==> src/rtl/uart_rx.sv <==
// 8N1 UART receiver: 2-flop synchronizer, falling-edge start detect, mid-bit sampling,
// one-cycle o_valid / o_frame_err pulses.
module uart_rx #(
   parameter int CLK_FREQ  = 25_000_000,
   parameter int BAUD_RATE = 115_200
) (
   input  logic       i_clk,
   input  logic       i_reset,
   input  logic       i_rx,
   output logic [7:0] o_data,
   output logic       o_valid,
   output logic       o_frame_err,
   output logic       o_busy
);

   localparam int CLKS_PER_BIT = CLK_FREQ / BAUD_RATE;
   localparam int CW           = $clog2(CLKS_PER_BIT);
   localparam logic [CW-1:0] CNT_LAST = CW'(CLKS_PER_BIT - 1);
   localparam logic [CW-1:0] CNT_HALF = CW'(CLKS_PER_BIT / 2 - 1);

   typedef enum logic [1:0] {S_IDLE, S_START, S_DATA, S_STOP} state_t;

   state_t          state, state_nxt;
   logic            rx_m, rx_s, rx_prev;
   logic [CW-1:0]   cnt;
   logic [2:0]      bit_idx;
   logic [7:0]      shift;
   logic            start_edge, cnt_last, cnt_half;

   assign start_edge = rx_prev & ~rx_s;
   assign cnt_last   = (cnt == CNT_LAST);
   assign cnt_half   = (cnt == CNT_HALF);
   assign o_busy     = (state != S_IDLE);

   always_ff @(posedge i_clk) begin
      if (i_reset) state <= S_IDLE;
      else         state <= state_nxt;
   end

   // A held-low line never re-triggers: leaving S_IDLE needs a 1->0 edge on rx_s.
   always_comb begin
      state_nxt = state;
      case (state)
         S_IDLE:  if (start_edge) state_nxt = S_START;
         S_START: if (cnt_half)   state_nxt = rx_s ? S_IDLE : S_DATA;
         S_DATA:  if (cnt_last && bit_idx == 3'd7) state_nxt = S_STOP;
         S_STOP:  if (cnt_last)   state_nxt = S_IDLE;
         default: state_nxt = S_IDLE;
      endcase
   end

   always_ff @(posedge i_clk) begin
      if (i_reset) begin
         rx_m        <= 1'b1;
         rx_s        <= 1'b1;
         rx_prev     <= 1'b1;
         cnt         <= '0;
         bit_idx     <= '0;
         shift       <= '0;
         o_data      <= '0;
         o_valid     <= 1'b0;
         o_frame_err <= 1'b0;
      end else begin
         rx_m        <= i_rx;
         rx_s        <= rx_m;
         rx_prev     <= rx_s;
         o_valid     <= 1'b0;
         o_frame_err <= 1'b0;

         // Counter restarts on any state change and at each bit boundary in S_DATA.
         if (state_nxt != state || cnt_last) cnt <= '0;
         else if (state != S_IDLE)           cnt <= cnt + 1'b1;

         if (state == S_IDLE) bit_idx <= '0;

         if (state == S_DATA && cnt_last) begin
            shift   <= {rx_s, shift[7:1]};
            bit_idx <= bit_idx + 1'b1;
         end

         if (state == S_STOP && cnt_last) begin
            if (rx_s) begin
               o_data  <= shift;
               o_valid <= 1'b1;
            end else begin
               o_frame_err <= 1'b1;
            end
         end
      end
   end

endmodule

==> config.mk <==
export PLATFORM = sky130hd
export DESIGN_NAME = uart_rx
export DESIGN_NICKNAME = d
export VERILOG_FILES = /design/src/rtl/uart_rx.sv
export SDC_FILE = /design/constraint.sdc
export NUM_CORES = 1
export LEC_CHECK = 0
export BUFFER_PORTS_ARGS = -buffer_cell sky130_fd_sc_hd__buf_4
export CAP_MARGIN = 20
export CELL_PAD_IN_SITES_DETAIL_PLACEMENT = 1
export CELL_PAD_IN_SITES_GLOBAL_PLACEMENT = 1
export CORE_AREA = 2 2 61 63
export CTS_CLUSTER_SIZE = 20
export DETAILED_ROUTE_END_ITERATION = 6
export DIE_AREA = 0 0 63 65
export PLACE_DENSITY_LB_ADDON = 0.1
export SETUP_SLACK_MARGIN = 0.15
export SYNTH_ARGS = -nofsm -noshare
export SYNTH_HDL_FRONTEND = slang
export SYNTH_SLANG_ARGS = --single-unit
export TNS_END_PERCENT = 20
==> constraint.sdc <==
create_clock -name i_clk -period 2.1 [get_ports i_clk]
set_input_delay 0.42 -clock i_clk [delete_from_list [all_inputs] [get_ports i_clk]]
set_output_delay 0.42 -clock i_clk [all_outputs]
set_load 0.01 [all_outputs]
==> results of run 1 <==
layout by cell type, fill, tap and decap left out, types with 2 or more instances in the layout:
cell | netlist | layout
buf_4 | 0 | 16
nor3_1 | 4 | 4
nand3_1 | 6 | 6
dfxtp_1 | 34 | 34
or2_2 | 3 | 3
clkbuf_4 | 0 | 5
mux2i_1 | 8 | 8
xnor2_1 | 4 | 4
nor4_1 | 2 | 2
ha_1 | 4 | 4
a31oi_1 | 3 | 3
nand4_1 | 3 | 3
a21oi_1 | 14 | 14
xor2_1 | 3 | 3
nor2_1 | 19 | 18
inv_1 | 5 | 5
nand2_1 | 24 | 24
state kept, by name (all words and copies together), names as in the netlist:
signal / cells
shift: 8
o_data: 8
state: 2
rx_m: 1
o_valid: 1
bit_idx: 3
rx_s: 1
rx_prev: 1
cnt: 8
o_frame_err: 1
power groups by stage:
stage	Combinational, uW	Sequential [uW]	Clock, uW
floorplan	26.8	667	0
global placement	35.7	670	0
detailed placement	36.4	671	0
CTS	37.1	656	515
global route	41.3	658	545
finish	36.3	656	495
cell type report:
cell class / count / area share (%)
sequential: 34 / 41.9
multi-input combinational: 110 / 40.5
timing repair buffer: 16 / 7.40
tap: 48 / 3.70
clock buffer: 6 / 3.16
clock inverter: 1 / 1.85
inverter: 6 / 1.46
worst max path at each step:
stage,to,slack [ns],cells after the start
2_1_floorplan,o_data[0]$_SDFFE_PP0P_,0.51,7
3_3_place_gp,o_busy,0.44,3
3_5_place_dp,o_data[2]$_SDFFE_PP0P_,0.40,6
4_1_cts,o_busy,0.27,3
5_1_grt,o_busy,0.17,3
6_report,o_busy,0.31,3
cells by family (layout without fill, tap and decap cells):
family / after synthesis / in the layout
AO/OA/AOI/OAI: 21 / 21
buffers and inverters: 14 / 29
flip-flops: 34 / 34
adder cells (fa/ha/maj): 4 / 4
XOR/XNOR: 7 / 7
multiplexers: 8 / 8
AND/OR/NAND/NOR: 70 / 70
repair_timing:
item | CTS | global route
endpoints found under the hold margin | 0 | 0
gates resized for setup | 2 | 0
buffers inserted | 0 | 0
setup endpoints to repair | 1 | 0
per-stage QoR:
step	setup slack, ns	area (um^2)	hold slack, ns
after CTS	0.271	1620	0.239
after floorplan	0.510	1400	0.389
after global placement	0.436	1540	0.402
final	0.306	1620	0.255
after global routing	0.168	1620	0.236
after detailed placement	0.404	1540	0.407
metal layers:
metal | GRT usage [%] | part of all wire, % | up-vias
met1 | 19.8 | 46 | 539
met2 | 28.1 | 49 | 13
met5 | 0 | 0 | -
met4 | 10.0 | 1.8 | 0
li1 | - | - | 565
met3 | 3.82 | 2.7 | 5
==> results.tsv, run 1 <==
stage	metric	value	unit
yosys	syn_inst	158	
yosys	synth_area	1400	um^2
detailed_routing	drc	0	
critical_path	crit_buf_inv	2	
critical_path	critPathLaunch	state[1]$_SDFF_PP0_	
detailed_routing	finalWirelength	2.98	mm
critical_path	critPathCaptureType	output pin	
clock_network	cts.htree.levels	2	
placement	place.gp.congestion	0.775	
critical_path	r2r_slack	0.41	ns
clock_network	clk_pin_slew_worst_paths	0.11	ns
critical_path	cpMaxStageDelayCell	dfxtp_1	
timing	fin_crit_sh	85.4	%
yosys	synth.distinct_cells	33	
yosys	synth_edf_count	0	
yosys	synthArstFlopShare	0	%
critical_path	path_class	reg2out	
yosys	synth_top_family_by_area	simple AND/OR/NAND/NOR gates	
detailed_routing	drt-initial-drc-count	47	
critical_path	max_stage_delay	0.41	ns
min_path	whs_path_depth	2	
timing	fmax	557	MHz
clock_network	root_buffer	clkbuf_4	
critical_path	crit_fanout	8	
global_route	grt.total_usage	16.8	%
timing	tightest_slew	0.386	ns
power_and_ir_drop	combPwrFrac	3.1	%
clock_network	clk-insertion-delay-late	0.35	ns
yosys	synth_top_area_cell	dfxtp_1	
critical_path	cp.arrival	1.37	ns
flow_run	cap_violations	0	
global_route	antenna_found_initial	0	
yosys	syn_nets	165	
final_layout	utilization	46.4	%
power_and_ir_drop	power.share.clock	41.7	%
final_layout	area_growth	16.0	%
critical_path	critical_path_required	1.68	ns
global_route	grt_pass1_wl	5.33	mm
yosys	synth-xor-area-share	4.38	%
final_layout	drive_above_1_share	17.9	%
final_layout	final_cells	221	
yosys	yosysWarningCount	0	
min_path	hp-class	in2reg	
clock_network	cts_buffers	5	
power_and_ir_drop	power.total	1190	uW
yosys	synth_area_leaders	dfxtp_1 49%, nand2_1 6.4%, mux2i_1 5.7%	
detailed_routing	final_antenna_net_count	0	
yosys	yosys-top-cells-count	34 x dfxtp_1, 24 x nand2_1, 19 x nor2_1, 14 x a21oi_1, 8 x mux2i_1	
min_path	min_to	rx_m$_SDFF_PP1_	
placement	dp_cells	214	
yosys	synth_top_flop_cell	dfxtp_1	
final_layout	diodes	0	
min_path	hp-start	i_rx	
clock_network	cts_tree	built	
critical_path	path_delay_family	flip-flops	
timing	slew_headroom	74.3	%
critical_path	setup.worst_path.start_class	flip-flop	
critical_path	crit_chain	nor2_2 > clkinv_2 > buf_4	
die	coreArea	3500	um^2
yosys	synth_top_area_share	48.7	%
timing	skew	0.0176	ns
final_layout	multiInputGateArea	657	um^2
yosys	synth-seq-cells	34	
detailed_routing	via_count	1122	
power_and_ir_drop	internal_power	940	uW
power_and_ir_drop	p_seq_share	55.2	%
power_and_ir_drop	power.share.switching	20.9	%
yosys	synth_compound_area_share	8.50	%
status	outcome	finished, final reports clean	
timing	fin_crit	1.79	ns
die	die_h	65	um
global_route	gr-total-overflow	0	
yosys	synth.most_common_cell	dfxtp_1	
detailed_routing	post_drt_wl_per_cell	13.5	um
clock_network	cts_sinks	34	
timing	fin_setup_tns	0	ns
placement	dpl.hpwl	2.08	mm
critical_path	worstReg2RegStart	cnt[0]$_SDFFE_PP0N_	
die	die_area	4100	um^2
yosys	synthAdderAreaFrac	3.58	%
global_route	grt_max_degree	28	
detailed_routing	dr.pass1.iters	4	
timing	rsz0062_at_grt	no	
power_and_ir_drop	p_sw	248	uW
critical_path	reg2reg_depth	6	
die	start_util	40.0	%
power_and_ir_drop	irDropWorstVdd	0.411	mV
global_route	first_global_vias	1212	
placement	io_buffer_count	13	
power_and_ir_drop	p_per_area	732	nW/um^2
critical_path	r2r_end	o_data[3]$_SDFFE_PP0P_	
yosys	syn_avg_cell_area	8.85	um^2
clock_network	cts_hold_buf	0	
detailed_routing	vias_per_cell	5.08	
clock_network	clockBufferDepth	2	
yosys	seq_area_frac_synth	48.7	%
timing	setup_violations	0	
final_layout	fillers	424	
timing	slew_violations	0	
yosys	synth-simple-area-share	24.6	%
power_and_ir_drop	p_leak	0.000649	uW
timing	finalHoldViolations	0	
die	die_w	63	um
final_layout	regArea	681	um^2
die	row_count	22	
final_layout	nets	180	
yosys	muxShareOfSynthArea	5.72	%
die	ios	14	
No activity file was read; power rests on OpenSTA's default activity.
==> run 2: changes to the inputs <==
Settings changed: REMOVE_ABC_BUFFERS set to 1.
==> run 2 against run 1 <==
Against the previous run:
- utilization about the same
- sequential cell count stayed put
- worst setup slack worse by 0.032 ns
- cell count increased by 0.90%
- register-to-register slack hardly changed
- clock-buffer cell count increased by 1
- via count is 2.8% higher
- sequential power hardly changed
==> results.tsv, run 2 (synthesized netlist as in run 1, its figures left out) <==
stage	metric	value	unit
critical_path	worstReg2RegStart	cnt[0]$_SDFFE_PP0N_	
detailed_routing	post_drt_wl_per_cell	14.0	um
placement	dp_cells	215	
min_path	min_to	rx_m$_SDFF_PP1_	
global_route	grt.total_usage	17.4	%
clock_network	cts_sinks	34	
timing	fmax	548	MHz
final_layout	mostFrequentLayoutCells	34 x dfxtp_1, 24 x nand2_1, 18 x nor2_1, 17 x buf_4, 14 x a21oi_1	
critical_path	path_delay_family	flip-flops	
placement	dpl.hpwl	2.24	mm
die	ios	14	
critical_path	setup.worst_path.start_class	flip-flop	
timing	fin_setup_tns	0	ns
placement	place.gp.congestion	0.745	
clock_network	cts_buffers	5	
clock_network	cts_hold_buf	0	
die	die_w	63	um
critical_path	r2r_end	o_data[7]$_SDFFE_PP0P_	
detailed_routing	via_count	1153	
timing	slew_headroom	72.9	%
die	coreArea	3500	um^2
clock_network	cts.htree.levels	2	
final_layout	layout_commonest_cell	dfxtp_1	
global_route	antenna_found_initial	0	
timing	setup_ws	0.274	ns
status	outcome	finished, final reports clean	
power_and_ir_drop	p_leak	0.000650	uW
clock_network	clockBufferDepth	2	
final_layout	reg.largest.list	cnt x8, o_data x8, shift x8	
power_and_ir_drop	power.total	1160	uW
detailed_routing	finalWirelength	3.13	mm
critical_path	crit_fanout	11	
critical_path	critPathCaptureType	output pin	
timing	finalHoldViolations	0	
critical_path	r2r_slack	0.41	ns
critical_path	path_class	reg2out	
critical_path	crit_buf_inv	2	
min_path	hp-class	in2reg	
final_layout	nets	181	
global_route	grt_pass1_wl	5.35	mm
detailed_routing	drc	0	
min_path	whs_path_depth	2	
die	start_util	40.0	%
final_layout	area_growth	16.1	%
critical_path	crit_chain	nor2_2 > clkinv_2 > buf_4	
clock_network	cts_tree	built	
power_and_ir_drop	p_per_area	714	nW/um^2
final_layout	diodes	0	
global_route	grt_max_degree	28	
placement	io_buffer_count	13	
die	row_count	22	
critical_path	cpMaxStageDelayCell	dfxtp_1	
clock_network	root_buffer	clkbuf_4	
critical_path	cp.arrival	1.41	ns
detailed_routing	drt-initial-drc-count	78	
final_layout	drive_above_1_share	17.7	%
detailed_routing	vias_per_cell	5.17	
critical_path	reg2reg_depth	6	
detailed_routing	dr.pass1.iters	4	
min_path	hp-start	i_rx	
clock_network	clk_pin_slew_worst_paths	0.10	ns
timing	skew	0.00211	ns
global_route	first_global_vias	1132	
critical_path	max_stage_delay	0.44	ns
timing	fin_crit_sh	86.9	%
timing	slew_violations	0	
die	die_area	4100	um^2
detailed_routing	final_antenna_net_count	0	
timing	tightest_slew	0.403	ns
flow_run	cap_violations	0	
timing	fin_crit	1.83	ns
die	die_h	65	um
final_layout	final_cells	223	
clock_network	clk-insertion-delay-late	0.33	ns
critical_path	critical_path_required	1.68	ns
power_and_ir_drop	irDropWorstVdd	0.338	mV
timing	setup_violations	0	
timing	rsz0062_at_grt	no	
global_route	gr-total-overflow	0	
placement	pre_cts_ws	0.386	ns
[run 2: power by group]
| part | switching, uW | internal (uW) | total, uW |
|---|---|---|---|
| clock | 214 | 252 | 466 |
| sequential | 6.67 | 649 | 656 |
| combinational | 23.5 | 13.5 | 37.0 |
| total | 244 | 915 | 1160 |
[run 2: worst max path at each step]
stage / cells past startpoint / to / slack [ns] / start
floorplan: 6 / bit_idx[1]$_SDFFE_PP0P_ / 0.29 / cnt[0]$_SDFFE_PP0N_
global placement: 3 / o_busy / 0.44 / state[0]$_SDFF_PP0_
detailed placement: 3 / o_busy / 0.39 / state[0]$_SDFF_PP0_
CTS: 3 / o_busy / 0.26 / state[0]$_SDFF_PP0_
global route: 3 / o_busy / 0.19 / state[0]$_SDFF_PP0_
finish: 3 / o_busy / 0.27 / state[0]$_SDFF_PP0_
[run 2: area by class of cell]
cell class	instances	area, um^2
inverters	6	23.8
clock inverters	1	30.0
clock buffers	7	45.0
repair buffers	17	128
multi-input cells	110	657
well taps	48	60.1
fillers	435	1870
flip-flops and latches	34	681
[run 2: routing by layer]
metal	share of wire (%)	vias up	GRT usage, %
li1	-	570	-
met5	0	-	0
met2	49	15	28.3
met1	46	563	20.5
met4	2.0	0	9.17
met3	3.1	5	5.38
[run 2: metrics by stage]
step           hold slack, ns  cell area, um^2  utilization (%)
6_report                0.272             1620             46.5
2_1_floorplan           0.389             1360                -
3_3_place_gp            0.403             1550             44.2
4_1_cts                 0.256             1620             46.5
5_1_grt                 0.253             1620             46.5
3_5_place_dp            0.409             1550             44.2
[run 2: repair_timing]
action                                  4_1_cts  5_1_grt
resized for setup                             2        0
endpoints found under the setup margin        1        0
endpoints found under the hold margin         0        0
buffers inserted                              0        0
